--- src/rtl/transmitter_if.sv ---
// rtl/transmitter_if.sv - core-side and inter-board link signals of the transmitter
interface transmitter_if #(
    parameter int n = 18
);
    logic [n-1:0] data_in;
    logic         send;
    logic         ready;
    logic         done;
    logic         error;
    logic         wire_ack;
    logic         wire_req;
    logic [5:0]   wire_data_deliver;

    // The transmitter end: takes the datagram and ack, drives status and the link.
    modport master (
        input  data_in,
        input  send,
        input  wire_ack,
        output ready,
        output done,
        output error,
        output wire_req,
        output wire_data_deliver
    );

    // The environment end: main board core plus the remote receiver.
    modport slave (
        output data_in,
        output send,
        output wire_ack,
        input  ready,
        input  done,
        input  error,
        input  wire_req,
        input  wire_data_deliver
    );
endinterface

--- src/rtl/transmitter.sv ---
// rtl/transmitter.sv - serialises an n-bit datagram into 6-bit chunks over a four-phase req/ack link
module transmitter #(
    parameter int n            = 18,
    parameter int SETUP_CYCLES = 4,
    parameter int TIMEOUT      = 65535
) (
    input  logic          clk,
    input  logic          rst,
    transmitter_if.master bus
);
    localparam int NUM_CHUNKS = (n + 5) / 6;
    localparam int PAD_W      = NUM_CHUNKS * 6;
    localparam int IDX_W      = $clog2(NUM_CHUNKS) + 1;
    localparam int CNT_MAX    = (SETUP_CYCLES > TIMEOUT) ? SETUP_CYCLES : TIMEOUT;
    localparam int CNT_W      = (CNT_MAX < 1) ? 1 : $clog2(CNT_MAX + 1);

    localparam logic [IDX_W-1:0] LAST_IDX     = IDX_W'(NUM_CHUNKS - 1);
    localparam logic [CNT_W-1:0] SETUP_LAST   = CNT_W'(SETUP_CYCLES);
    localparam logic [CNT_W-1:0] TIMEOUT_LAST = CNT_W'((TIMEOUT == 0) ? 0 : TIMEOUT - 1);
    localparam logic [CNT_W-1:0] CNT_SAT      = CNT_W'(CNT_MAX);
    localparam bit               TIMEOUT_EN   = (TIMEOUT != 0);

    typedef enum logic [1:0] {
        IDLE,
        SETUP,
        WAIT_ACK_HI,
        WAIT_ACK_LO
    } state_t;

    state_t             state, state_n;
    logic [PAD_W-1:0]   shift_buf, shift_buf_n;
    logic [PAD_W-1:0]   padded;
    logic [IDX_W-1:0]   idx, idx_n;
    logic [CNT_W-1:0]   cnt, cnt_n, cnt_inc;
    logic               req_n;
    logic               ready_n;
    logic               done_n;
    logic               error_n;
    logic [5:0]         data_n;
    logic               ack_meta;
    logic               ack_s;

    // Zero-extend the datagram so the top chunk carries zeros above bit n-1.
    always_comb begin
        padded         = '0;
        padded[n-1:0]  = bus.data_in;
    end

    // Wait/setup counter holds at its ceiling instead of wrapping.
    assign cnt_inc = (cnt == CNT_SAT) ? cnt : cnt + 1'b1;

    // Two-flop synchroniser for the asynchronous ack from the other board.
    always_ff @(posedge clk or posedge rst) begin
        if (rst) begin
            ack_meta <= 1'b0;
            ack_s    <= 1'b0;
        end else begin
            ack_meta <= bus.wire_ack;
            ack_s    <= ack_meta;
        end
    end

    // Next-state and next-output logic for the handshake sequencer.
    always_comb begin
        state_n     = state;
        shift_buf_n = shift_buf;
        idx_n       = idx;
        cnt_n       = cnt_inc;
        req_n       = bus.wire_req;
        data_n      = bus.wire_data_deliver;
        done_n      = 1'b0;
        error_n     = 1'b0;

        unique case (state)
            IDLE: begin
                cnt_n = '0;
                if (bus.send) begin
                    shift_buf_n = padded;
                    idx_n       = '0;
                    data_n      = padded[5:0];
                    state_n     = SETUP;
                end
            end

            SETUP: begin
                // Ack level is deliberately ignored here; only the count matters.
                if (cnt == SETUP_LAST) begin
                    req_n   = 1'b1;
                    cnt_n   = '0;
                    state_n = WAIT_ACK_HI;
                end
            end

            WAIT_ACK_HI: begin
                if (ack_s) begin
                    req_n   = 1'b0;
                    cnt_n   = '0;
                    state_n = WAIT_ACK_LO;
                end else if (TIMEOUT_EN && (cnt == TIMEOUT_LAST)) begin
                    error_n = 1'b1;
                    req_n   = 1'b0;
                    data_n  = '0;
                    cnt_n   = '0;
                    state_n = IDLE;
                end
            end

            WAIT_ACK_LO: begin
                if (!ack_s) begin
                    cnt_n = '0;
                    if (idx == LAST_IDX) begin
                        done_n  = 1'b1;
                        data_n  = '0;
                        state_n = IDLE;
                    end else begin
                        idx_n       = idx + 1'b1;
                        shift_buf_n = shift_buf >> 6;
                        data_n      = shift_buf_n[5:0];
                        state_n     = SETUP;
                    end
                end else if (TIMEOUT_EN && (cnt == TIMEOUT_LAST)) begin
                    error_n = 1'b1;
                    req_n   = 1'b0;
                    data_n  = '0;
                    cnt_n   = '0;
                    state_n = IDLE;
                end
            end

            default: begin
                req_n   = 1'b0;
                data_n  = '0;
                cnt_n   = '0;
                state_n = IDLE;
            end
        endcase

        ready_n = (state_n == IDLE);
    end

    // State, datapath and registered outputs; reset drops req at once.
    always_ff @(posedge clk or posedge rst) begin
        if (rst) begin
            state                 <= IDLE;
            shift_buf             <= '0;
            idx                   <= '0;
            cnt                   <= '0;
            bus.wire_req          <= 1'b0;
            bus.wire_data_deliver <= '0;
            bus.ready             <= 1'b1;
            bus.done              <= 1'b0;
            bus.error             <= 1'b0;
        end else begin
            state                 <= state_n;
            shift_buf             <= shift_buf_n;
            idx                   <= idx_n;
            cnt                   <= cnt_n;
            bus.wire_req          <= req_n;
            bus.wire_data_deliver <= data_n;
            bus.ready             <= ready_n;
            bus.done              <= done_n;
            bus.error             <= error_n;
        end
    end
endmodule

--- src/flat_wrapper.sv ---
// flat-port wrapper written by rule: the top's interface ports become plain ports
module transmitter_flat 
#(
    parameter int n            = 18,
    parameter int SETUP_CYCLES = 4,
    parameter int TIMEOUT      = 65535
)
  (clk, rst, bus_data_in, bus_send, bus_wire_ack, bus_ready, bus_done, bus_error, bus_wire_req, bus_wire_data_deliver);
  transmitter_if #(.n(n)) bus_i ();
  input  logic clk;
  input  logic rst;
  input wire logic [$bits(bus_i.data_in)-1:0] bus_data_in;
  input wire logic [$bits(bus_i.send)-1:0] bus_send;
  input wire logic [$bits(bus_i.wire_ack)-1:0] bus_wire_ack;
  output wire logic [$bits(bus_i.ready)-1:0] bus_ready;
  output wire logic [$bits(bus_i.done)-1:0] bus_done;
  output wire logic [$bits(bus_i.error)-1:0] bus_error;
  output wire logic [$bits(bus_i.wire_req)-1:0] bus_wire_req;
  output wire logic [$bits(bus_i.wire_data_deliver)-1:0] bus_wire_data_deliver;
  assign bus_i.data_in = bus_data_in;
  assign bus_i.send = bus_send;
  assign bus_i.wire_ack = bus_wire_ack;
  assign bus_ready = bus_i.ready;
  assign bus_done = bus_i.done;
  assign bus_error = bus_i.error;
  assign bus_wire_req = bus_i.wire_req;
  assign bus_wire_data_deliver = bus_i.wire_data_deliver;
  transmitter #(.n(n), .SETUP_CYCLES(SETUP_CYCLES), .TIMEOUT(TIMEOUT)) u_core (.clk(clk), .rst(rst), .bus(bus_i));
endmodule
--- config.mk ---
export PLATFORM = sky130hd
export DESIGN_NAME = transmitter_flat
export DESIGN_NICKNAME = d
export VERILOG_FILES = /design/src/rtl/transmitter_if.sv /design/src/rtl/transmitter.sv /design/src/flat_wrapper.sv
export SDC_FILE = /design/constraint.sdc
export NUM_CORES = 1
export LEC_CHECK = 0
export CORE_ASPECT_RATIO = 2
export CORE_MARGIN = 2
export CORE_UTILIZATION = 25
export DETAILED_ROUTE_END_ITERATION = 10
export DONT_BUFFER_PORTS = 1
export GPL_ROUTABILITY_DRIVEN = 0
export MAX_ROUTING_LAYER = met4
export SLEW_MARGIN = 15
export SYNTH_ARGS = -nofsm -noshare
export SYNTH_HDL_FRONTEND = slang
export SYNTH_SLANG_ARGS = --single-unit
export TNS_END_PERCENT = 30
--- constraint.sdc ---
create_clock -name clk -period 4.7 [get_ports clk]
set_input_delay 0.94 -clock clk [delete_from_list [all_inputs] [get_ports clk]]
set_output_delay 0.94 -clock clk [all_outputs]
set_load 0.01 [all_outputs]
Word level (Yosys, flattened, before mapping)
Index checks and enable logic that the tools add are counted.
{"block": "op_classes", "add_sub_neg": 2, "n_eq_ne": 13, "n_mux": 39, "reduce_logical": 8}
{"cell": "16-bit 2-to-1 mux", "count": 5}
{"cell": "16-bit case mux with 4 select lines", "count": 1}
{"cell": "18-bit 2-to-1 mux", "count": 3}
{"cell": "18-bit case mux with 2 select lines", "count": 1}
{"cell": "16-bit equality test, second input constant", "count": 2}
{"cell": "6-bit 2-to-1 mux", "count": 5}
{"cell": "6-bit case mux with 3 select lines", "count": 1}
{"cell": "16-bit by 1-bit adder with 16-bit output, second input constant", "count": 1}
{"cell": "16-bit by 3-bit equality test with 1-bit output, second input constant", "count": 1}
{"cell": "1-bit 2-to-1 mux", "count": 11}
{"cell": "2-bit 2-to-1 mux", "count": 5}
{"cell": "3-bit 2-to-1 mux", "count": 3}
{"cell": "2-bit inequality test, second input constant", "count": 4}
{"cell": "2-bit case mux with 4 select lines", "count": 1}
{"cell": "3-bit case mux with 2 select lines", "count": 1}
{"cell": "3-bit AND reduction", "count": 2}
{"cell": "3-bit nonzero test", "count": 2}
{"cell": "2-bit equality test, second input constant", "count": 2}
{"cell": "2-bit zero test", "count": 2}
{"cell": "2-bit by 1-bit inequality test with 1-bit output, second input constant", "count": 2}
{"cell": "4-bit AND reduction", "count": 1}
{"cell": "3-bit by 1-bit adder with 3-bit output, second input constant", "count": 1}
{"cell": "3-bit by 2-bit equality test with 1-bit output, second input constant", "count": 1}
{"cell": "1-bit case mux with 3 select lines", "count": 1}
{"cell": "3 further kinds", "count": 3}
{"block": "word_totals", "regBits": 51, "inputBits": 22, "output_inout_bits": 10, "word_cells": 73}

Longest topological paths before layout
{"block": "depth", "ltp_word": 5, "depth_mapped": 8, "ltp_nobuf": 7}

Worst setup path before layout
OpenSTA, ideal clock, no wires.
{"block": "synth_timing", "kind": "input -> register", "startpoint": "input bus_send", "endpoint": "register u_core.idx[2]", "setup_ps": 121, "t_arrival_ps": 1727, "required_time_ps": 4579, "setup_slack_ps": 2852, "stages": 5, "n_path_buf": 1, "path_cell_list": "nand2b_1 -> nand3b_1 -> clkbuf_1 -> o21ai_0 -> a22o_1"}
{"block": "synth_via", "elab_chain_len": 2}
{"item": "from (decl)", "line": "flat_wrapper.sv:13", "rtl": "input wire logic [$bits(bus_i.send)-1:0] bus_send;"}
{"item": "2-bit inequality test (no line)"}
{"item": "4-bit AND reduction (no line)"}
{"item": "to (signal assigned)", "line": "transmitter.sv:156", "rtl": "idx <= idx_n;"}
{"item": "to (decl)", "line": "transmitter.sv:33", "rtl": "logic [IDX_W-1:0] idx, idx_n;"}
No other way between the ends.
A chain may end at the register's enable or synchronous reset.

Worst setup path after layout
{"block": "layout_timing", "startpoint": "register u_core.state[0]", "endpoint": "register u_core.bus.wire_data_deliver[3]"}
{"block": "layout_via", "elab_chain_len": 3, "elab_cells_between_ends": 8, "cone_classes": "4 x eq/ne; 1 x mux; 3 x reduce/logical"}
{"item": "from (decl)", "line": "transmitter.sv:30", "rtl": "state_t state, state_n;"}
{"item": "from (signal assigned)", "line": "transmitter.sv:154", "rtl": "state <= state_n;"}
{"item": "2-bit equality test or 2-bit zero test (tied branches)", "line": "transmitter.sv:74", "rtl": "unique case (state)"}
{"item": "2-bit inequality test (no line) or 3-bit nonzero test (tied branches)"}
{"item": "3-bit AND reduction (no line)"}
{"item": "to (signal assigned)", "line": "transmitter.sv:159", "rtl": "bus.wire_data_deliver <= data_n;"}
{"item": "to (decl)", "line": "transmitter_if.sv:23", "rtl": "output wire_data_deliver"}
Parallel ways exist; a longest one is shown, timed or not.

==> metrics.yaml <==
setup_viol: 0
startpoint: "u_core.state[0]$_DFF_PP0_"
numCtsBuffers: 5
routedWlPerCell_um: 16.0
viasPerCell: 4.95
ctsResizeCount: 0
async_flop_share_pct: 100
wl_mm: 5.38
antenna_cells: 0
worst_slew_pin_slew_ns: 1.08
rsz0062_at_grt: "false"
min_period_ns: 2.67
crit_end: "u_core.bus.wire_data_deliver[3]$_DFFE_PP0P_"
setup_slack_ns: 2.03
holdWs_ns: 0.357
ff2ff_path_depth: 5
postRouteAntennaNets: 0
synth_seq_area_share_pct: 48.4
arrival_ns: 2.88
syn_inst: 234
ir_worst_vdd_mv: 0.221
via_count: 1669
post_cts.repair.setup_buffers: 0
drc: 0
post-place-ws_ns: 2.04
outcome: "finished clean"
power.leakage_nw: 1.05
synth_ff_type: "dfrtp_1"
n_fill_cell: 921
path_class: "flop to flop"
cp-start-kind: "flop"
min_from: "u_core.ack_meta$_DFF_PP0_"
drtPass1Iterations: 4
end_kind: "flop"
regToRegStartpoint: "u_core.state[0]$_DFF_PP0_"
synth_seq_cells: 45
track_usage_pct: 11.7
max_freq_ghz: 0.374
post-dp-hpwl_mm: 4.10
fin_skew_ns: 0.00599
num-nets-final: 265
drive_gt1_share_pct: 6.38
hp-class: "flop to flop"
yosysWarnings: 0
syn_to_final_growth_pct: 10.2
place.port_buffers: 0
hold_viol_final: 0
r2r-end: "u_core.bus.wire_data_deliver[3]$_DFFE_PP0P_"
clk_pin_slew_ns: 0.06
r2r_slack_ns: 2.03
grt_pass1_vias: 1790
critPathRequiredTime_ns: 4.91
synth_top_area_share_pct: 47.3
clock_sinks: 45
critPathMaxFanout: 14
cts_tree: "built"
fp.dieH_um: 141
ios: 32
drv_cap: 0
maxSlewViolCount: 0
clockRootBuffer: "clkbuf_16"
synth-edff-count: 0
core_um2: 9010
clock_latency_ns: 0.29
synth_nets: 265
final_area_um2: 2570
start_util_pct: 25.9
place_area_um2: 2420
die_w_um: 72.3
cts.path.max_buffers: 2
cts_hold_buf: 0
power.density_nw_per_um2: 503
tns_ns: 0
maxSlewHeadroom_pct: 27.4
synth_area_um2: 2330
rows: 49
timing.final.crit_share_pct: 56.8
grt_pass1_wl_mm: 8.79
antenna_found_initial: 0
dr.first_iter.drc_count: 95
grt_max_degree: 46
fp.dieArea_um2: 10200
htree_levels: 2
post-route-util_pct: 28.5
ys_types: 50
avgSynthCellArea_um2: 9.96
synthTopCellsByArea: "dfrtp_1 47%, ha_1 4.8%, nand2_1 4.7%, o21ai_0 3.7%, mux2i_1 3.4%"
synth_area_leader_cell: "dfrtp_1"
overflow: 0
## final cells by class
type                    count  area [µm²]  share of cell area [%]
clock buffers               8         146                    5.70
flip-flops and latches     45        1130                    43.9
repair buffers              1        7.51                   0.292
multi-input cells         172        1120                    43.8
well taps                 102         128                    4.97
inverters                   9        33.8                    1.32
## layer usage
| metal | vias up | wire [µm] | track usage (%) |
|---|---|---|---|
| met2 | 31 | 3140 | 21.7 |
| met3 | 8 | 218 | 3.09 |
| met5 | - | 0 | - |
| met1 | 796 | 1900 | 10.7 |
| li1 | 834 | - | - |
| met4 | 0 | 127 | 4.97 |
## logic make-up after synthesis
group	count (synthesis)	synth area share [%]
AOI/OAI and AO/OA	48	14.4
xor gates and xnor gates	10	3.76
and+or+nand+nor	97	21.8
adders and majority gates	9	4.83
muxes	8	3.44
buffers and inverters	17	3.33
DFF	45	48.4
## flip-flops by register name, summed over array words and instances, names as in the netlist
| signal | cells |
|---|---|
| u_core.cnt | 16 |
| u_core.shift_buf | 12 |
| u_core.bus.wire_data_deliver | 6 |
| u_core.idx | 3 |
| u_core.state | 2 |
| u_core.ack_meta | 1 |
| u_core.ack_s | 1 |
| u_core.bus.done | 1 |
| u_core.bus.error | 1 |
| u_core.bus.ready | 1 |
| u_core.bus.wire_req | 1 |
## worst min path at each step
| stage | endpoint | cells after the start |
|---|---|---|
| after floorplan | u_core.ack_s$_DFF_PP0_ | 0 |
| after global routing | u_core.ack_s$_DFF_PP0_ | 0 |
| final | u_core.ack_s$_DFF_PP0_ | 0 |
| after global placement | u_core.ack_s$_DFF_PP0_ | 0 |
| after detailed placement | u_core.ack_s$_DFF_PP0_ | 0 |
| after CTS | u_core.ack_s$_DFF_PP0_ | 0 |
## metrics by stage
step	power (W)	std cells
floorplan	0.000876	234
global placement	0.000951	329
detailed placement	0.000960	329
CTS	0.00132	337
global route	0.00139	337
finish	0.00129	337
## synth_stat cells, types with 2 or more instances
cell type and n:
a211oi_1 3, a21oi_1 5, a22oi_1 6, and2_0 2, and2_1 2, clkbuf_1 3, dfrtp_1 44, ha_1 9
inv_1 8, mux2i_1 8, nand2_1 29, nand2b_1 4, nand3_1 2, nand4_1 6, nor2_1 21, nor2b_1 2
nor3_1 10, nor3b_1 2, nor4_1 6, o21ai_0 17, o2bb2ai_1 6, o31ai_1 2, o41ai_1 2, xnor2_1 8
xor2_1 2
## cells in the final DEF (no fill, tap or decap), drive strengths merged, types with 5 or more instances in the layout
| cell type | synthesis | layout |
|---|---|---|
| clkbuf | 4 | 8 |
| mux2i | 8 | 8 |
| dfrtp | 44 | 44 |
| nand2 | 29 | 29 |
| nor2 | 22 | 22 |
| nor4 | 7 | 7 |
| a21oi | 5 | 5 |
| o2bb2ai | 6 | 6 |
| ha | 9 | 9 |
| o21ai | 17 | 17 |
| nor3 | 10 | 10 |
| xnor2 | 8 | 8 |
| nand4 | 7 | 7 |
| inv | 8 | 8 |
| a22oi | 6 | 6 |
## power breakdown
part / switching (W) / internal (W) / total (W)
registers: 0.0000998 / 0.000495 / 0.000595
logic: 0.000214 / 0.000133 / 0.000346
clock network: 0.000139 / 0.000212 / 0.000351
## worst max-delay path: stages (launching register included)
cell and delay, ns:
dfrtp_1 0.44, ha_1 0.57, clkinv_1 0.43, nor3_1 0.76, a22oi_1 0.20, o2bb2ai_1 0.19
(Power assumes the default switching activity.)
